===== config.mk =====
export PLATFORM = sky130hd
export DESIGN_NAME = oam_dma_arbiter_mod
export DESIGN_NICKNAME = d
export VERILOG_FILES = /design/src/rtl/oam_dma_arbiter_mod_pkg.sv /design/src/rtl/oam_dma_engine_mod.sv /design/src/rtl/oam_dma_arbiter_mod.sv
export SDC_FILE = /design/constraint.sdc
export NUM_CORES = 1
export LEC_CHECK = 0
export BUFFER_PORTS_ARGS = -buffer_cell sky130_fd_sc_hd__buf_2
export CORE_ASPECT_RATIO = 1.25
export CORE_MARGIN = 2
export CORE_UTILIZATION = 45
export CTS_BUF_LIST = sky130_fd_sc_hd__clkbuf_8
export DETAILED_ROUTE_END_ITERATION = 8
export PLACE_DENSITY = 0.83
export SYNTH_ARGS = -nofsm -noshare
export SYNTH_HDL_FRONTEND = slang
export SYNTH_SLANG_ARGS = --single-unit

===== constraint.sdc =====
create_clock -name clock -period 2.1 [get_ports clock]
set_clock_uncertainty 0.1 [all_clocks]
set_input_delay 0.21 -clock clock [delete_from_list [all_inputs] [get_ports clock]]
set_output_delay 0.21 -clock clock [all_outputs]
set_load 0.01 [all_outputs]

===== src/rtl/oam_dma_arbiter_mod_pkg.sv =====
// Shared types and constants for the CPU / OAM-DMA bus arbiter.
package oam_dma_arbiter_mod_pkg;

  typedef enum logic [1:0] {
    ST_IDLE  = 2'd0,
    ST_SETUP = 2'd1,
    ST_READ  = 2'd2,
    ST_WRITE = 2'd3
  } dma_state_e;

  localparam logic [15:0] DMA_REG_ADDR = 16'hFF46;
  localparam logic [15:0] OAM_BASE     = 16'hFE00;
  localparam int unsigned XFER_LEN     = 160;
  localparam logic [7:0]  LAST_IDX     = 8'(XFER_LEN - 1);
  localparam logic [7:0]  ECHO_BASE    = 8'hE0;
  localparam logic [7:0]  ECHO_MASK    = 8'hDF;
  localparam logic [7:0]  OPEN_BUS     = 8'hFF;

  // Echo pages E0-FF alias work RAM at C0-DF.
  function automatic logic [7:0] echo_fold(input logic [7:0] page);
    return (page >= ECHO_BASE) ? (page & ECHO_MASK) : page;
  endfunction

endpackage


===== src/rtl/oam_dma_engine_mod.sv =====
// OAM DMA engine: trigger -> SETUP -> XFER_LEN x (READ, WRITE) -> IDLE; a trigger restarts from any state.
// Build option OAM_DMA_READBACK_EN: o_reg_rdata returns the page register instead of open bus.
module oam_dma_engine_mod
  import oam_dma_arbiter_mod_pkg::*;
#(
  parameter int SETUP_CYCLES = 1
) (
  input  logic       clock,
  input  logic       reset,
  input  logic       i_trig,
  input  logic [7:0] i_trig_page,
  input  logic [7:0] i_mem_rdata,
  output dma_state_e o_state,
  output logic [7:0] o_src_page,
  output logic [7:0] o_index,
  output logic [7:0] o_latch,
  output logic [7:0] o_reg_rdata
);

  localparam logic [7:0] SETUP_CNT_INIT = 8'(SETUP_CYCLES - 1);

  dma_state_e r_state;
  dma_state_e w_state_nxt;
  logic [7:0] r_page;
  logic [7:0] r_index;
  logic [7:0] r_setup_cnt;
  logic [7:0] r_latch;

  always_ff @(posedge clock or posedge reset) begin
    if (reset) begin
      r_state <= ST_IDLE;
    end else begin
      r_state <= w_state_nxt;
    end
  end

  always_comb begin
    w_state_nxt = r_state;
    case (r_state)
      ST_IDLE:  w_state_nxt = ST_IDLE;
      ST_SETUP: if (r_setup_cnt == 8'd0) w_state_nxt = ST_READ;
      ST_READ:  w_state_nxt = ST_WRITE;
      ST_WRITE: w_state_nxt = (r_index == LAST_IDX) ? ST_IDLE : ST_READ;
      default:  w_state_nxt = ST_IDLE;
    endcase
    // A new trigger wins over every transition, including the final WRITE.
    if (i_trig) w_state_nxt = ST_SETUP;
  end

  always_ff @(posedge clock or posedge reset) begin
    if (reset) begin
      r_page      <= 8'h00;
      r_index     <= 8'h00;
      r_setup_cnt <= 8'h00;
      r_latch     <= 8'h00;
    end else begin
      if (r_state == ST_READ) r_latch <= i_mem_rdata;
      if (i_trig) begin
        r_page      <= i_trig_page;
        r_index     <= 8'h00;
        r_setup_cnt <= SETUP_CNT_INIT;
      end else begin
        if (r_state == ST_SETUP && r_setup_cnt != 8'd0) r_setup_cnt <= r_setup_cnt - 8'd1;
        if (r_state == ST_WRITE && r_index != LAST_IDX) r_index <= r_index + 8'd1;
      end
    end
  end

  assign o_state    = r_state;
  assign o_src_page = echo_fold(r_page);
  assign o_index    = r_index;
  assign o_latch    = r_latch;

`ifdef OAM_DMA_READBACK_EN
  assign o_reg_rdata = r_page;
`else
  assign o_reg_rdata = OPEN_BUS;
`endif

endmodule


===== src/rtl/oam_dma_arbiter_mod.sv =====
// Shared-bus arbiter: decodes the DMA register and muxes CPU vs OAM-DMA onto mem_*.
// DMA register readback is selected by OAM_DMA_READBACK_EN inside the engine.
module oam_dma_arbiter_mod
  import oam_dma_arbiter_mod_pkg::*;
#(
  parameter int SETUP_CYCLES = 1
) (
  input  logic        clock,
  input  logic        reset,
  input  logic [15:0] cpu_addr,
  input  logic [7:0]  cpu_wdata,
  input  logic        cpu_rd,
  input  logic        cpu_wr,
  output logic [7:0]  cpu_rdata,
  output logic [15:0] mem_addr,
  output logic [7:0]  mem_wdata,
  output logic        mem_rd,
  output logic        mem_wr,
  input  logic [7:0]  mem_rdata,
  output logic        dma_active
);

  dma_state_e w_state;
  logic [7:0] w_src_page;
  logic [7:0] w_index;
  logic [7:0] w_latch;
  logic [7:0] w_reg_rdata;
  logic       w_reg_hit;
  logic       w_trig;
  logic       w_dma_owns;

  assign w_reg_hit = (cpu_addr == DMA_REG_ADDR);
  assign w_trig    = cpu_wr && w_reg_hit;

  oam_dma_engine_mod #(
    .SETUP_CYCLES(SETUP_CYCLES)
  ) u_engine (
    .clock      (clock),
    .reset      (reset),
    .i_trig     (w_trig),
    .i_trig_page(cpu_wdata),
    .i_mem_rdata(mem_rdata),
    .o_state    (w_state),
    .o_src_page (w_src_page),
    .o_index    (w_index),
    .o_latch    (w_latch),
    .o_reg_rdata(w_reg_rdata)
  );

  assign w_dma_owns = (w_state == ST_READ) || (w_state == ST_WRITE);
  assign dma_active = (w_state != ST_IDLE);

  always_comb begin
    mem_addr  = cpu_addr;
    mem_wdata = cpu_wdata;
    mem_rd    = cpu_rd && !w_reg_hit;
    mem_wr    = cpu_wr && !w_reg_hit;
    cpu_rdata = OPEN_BUS;
    if (cpu_rd) cpu_rdata = w_reg_hit ? w_reg_rdata : mem_rdata;
    // While the engine owns the bus, CPU traffic other than the DMA register sees open bus.
    if (w_dma_owns) begin
      mem_rd    = (w_state == ST_READ);
      mem_wr    = (w_state == ST_WRITE);
      mem_addr  = (w_state == ST_READ) ? {w_src_page, w_index} : (OAM_BASE + {8'h00, w_index});
      mem_wdata = w_latch;
      if (cpu_rd && !w_reg_hit) cpu_rdata = OPEN_BUS;
    end
  end

endmodule


==> results.cfg <==
[synth]
yosys_warnings = 0
synth-seq-cells = 34
synth_top_area_share_pct = 43.45
yosysSeqAreaShare_pct = 43.45
synth_fp_nets = 228
synth.largest_area_cell = dfrtp_1
synth_area_um2 = 1958
synth_area_leaders = dfrtp_1, mux2_2, nor2_1, a21oi_1, or2_2
synth_cells = 189
ys_types = 43
synth.avg_cell_area_um2 = 10.36

[clock_tree]
worstSkewPairLatency_ps = 300
cts_sinks = 34
clockBufferDepth = 2
cts_buffers = 5
clkTransAtPathRegs_ps = 80
clock-root-buffer = clkbuf_8
htree_levels = 2
post-cts-setup-buffer-count = 0
cts_tree = done

[setup_path]
cp_top_family = simple AND/OR/NAND/NOR gates
worstSetupEndpointType = primary output
cp-start-kind = flop
cp.arrival_ps = 1690
path_cells = or3b_4 -> or2_2 -> buf_2
worst-setup-path-type = flop to primary output
slowest_delay_ps = 480
required_ps = 1790
r2r_slack_ps = 140
cpMaxStageDelayCell = or3b_4
cp_max_fo = 9
crit_buf_inv = 1

[route]
wl_met1_um = 1957
routedWlPerCell_um = 16.60
via_count = 1859
drt_iter0_drc = 52
wl_met3_um = 415
firstDrtPassIters = 4
drc = 0
wirelength_um = 5413
via_per_inst = 5.702
dr_wl_met2_um = 2901
drt.antenna.violating_nets = 0
routed.top_layer = met4

[placement]
dp.cells = 317
globalplace.congestion = 0.7861
post-place-ws_ps = 66.58
dp_hpwl_um = 3790
io_buffers = 70

[finish]
drive_gt1_share_pct = 49.63
final_util_pct = 62.60
diodes = 0
fill_cells = 328
layout_commonest_cell = buf_2
final_nets = 308
instances_no_fill = 326
layout_common_cells = buf_2, dfrtp_1, mux2_2
areaGrowthSynthToFinish_pct = 32.08

[grt]
gr-total-overflow = 0
antenna_found_initial = 0
grt_pass1_vias = 1923
grt_pass1_wl_um = 8956
grt_start_max_net_pins = 35
track_usage_pct = 23.33

[floorplanning]
core_area_um2 = 4131
die_w_um = 63
start_util_pct = 47.40
die-area_um2 = 4898
rows = 26
ios = 71
fp.dieH_um = 77.75

[sta]
maxSlewHeadroom_pct = 65.34
hold_viol = 0
drv_slew = 0
rsz0062_at_grt = false
finalSetupViolations = 0
fmax_mhz = 499.0
worst_slew_pin_slew_ps = 515.1
worst_slack_ps = 95.89
period_share_pct = 95.43
tns_ps = 0
min_period_ps = 2004

[run]
maxCapViolCount = 0

[power]
irDropWorstVdd_mv = 0.5379
p_total_mw = 1.958
power_density_nw_per_um2 = 757.0
cellLeakagePower_nw = 1.199

[hold_path]
hold_class = primary input to flop

[outcome]
status = completed
==> final timing paths <==
check / from / end / cells past startpoint
max: u_engine.o_state[1] / cpu_rdata[3] / 3
min reg2reg: u_engine.o_latch[5] / u_engine.o_latch[5] / 1
max reg2reg: u_engine.o_index[7] / u_engine.o_index[7] / 4
min: mem_rdata[3] / u_engine.o_latch[3] / 2
max in group asynchronous: reset / u_engine.o_index[0] / 4
min in group asynchronous: reset / u_engine.r_page[0] / 4
==> metal layers <==
metal	track usage (%)	vias up
met5	0	-
met4	10.44	0
met3	6.812	15
met2	42.02	85
met1	24.91	908
li1	-	851
==> worst register-to-register path, stage by stage (launching register included) <==
cell and delay [ps]:
dfrtp_1 440, and4bb_4 250, a311o_1 410, or4_1 520
a21oi_1 170
==> cell usage after synthesis (all sizes together) <==
master	instances
xor2	1
or3b	2
o21a	2
o22a	5
nor2b	2
ha	3
a31oi	1
nor2	15
a41o	1
a311o	1
a31o	1
mux2	31
and2	2
or2	8
nand4	3
o21ai	7
a2111oi	1
or3	4
nand2	7
or4	5
a211oi	2
nand3b	1
o31ai	3
clkbuf	5
dfrtp	34
buf	3
o22ai	1
mux2i	1
a21oi	10
xnor2	2
nand4bb	2
a2bb2oi	1
nand4b	1
nand3	3
inv	9
nor4	2
and4bb	1
nor3	4
nand2b	1
a32o	1
==> power breakdown <==
group,internal [mW],switching [mW]
sequential,0.723,0.0761
combinational,0.210,0.207
clock,0.476,0.266
total,1.41,0.549
==> sequential cells by signal, summed over array words and instances, names as in the netlist <==
name and flops:
u_engine.r_setup_cnt 8, u_engine.o_state 2, u_engine.o_latch 8, u_engine.r_page 8
u_engine.o_index 8
==> per-stage QoR <==
stage               hold slack, ps  instance area (µm²)
finish                       58.18                 2586
global placement             223.9                 2422
global route                 68.66                 2586
floorplan                    198.7                 1958
detailed placement           227.6                 2422
CTS                          57.29                 2572
==> area by class of cell <==
type / count / area (µm²) / share of cell area [%]
clock buffers: 5 / 68.82 / 2.661
inverters: 9 / 33.78 / 1.306
well taps: 56 / 70.07 / 2.709
flip-flops and latches: 34 / 850.8 / 32.90
clock inverters: 3 / 68.82 / 2.661
repair buffers: 81 / 439.2 / 16.98
multi-input cells: 138 / 1055 / 40.78
==> kinds of logic after synthesis <==
| kind of cell | share of synthesized area, % |
|---|---|
| compound gates | 12.78 |
| xor+xnor | 1.342 |
| fa+ha+maj | 1.917 |
| buf+inv | 3.323 |
| flops | 43.45 |
| mux | 18.34 |
| simple gates | 18.85 |
==> what timing repair did <==
action | in CTS | in global routing
cloned | 0 | 0
resized for setup | 1 | 4
endpoints found under the hold margin | 34 | 0
endpoints found under the setup margin | 8 | 4
hold buffers | 1 | 0
Power figures use the tool's default switching activity.
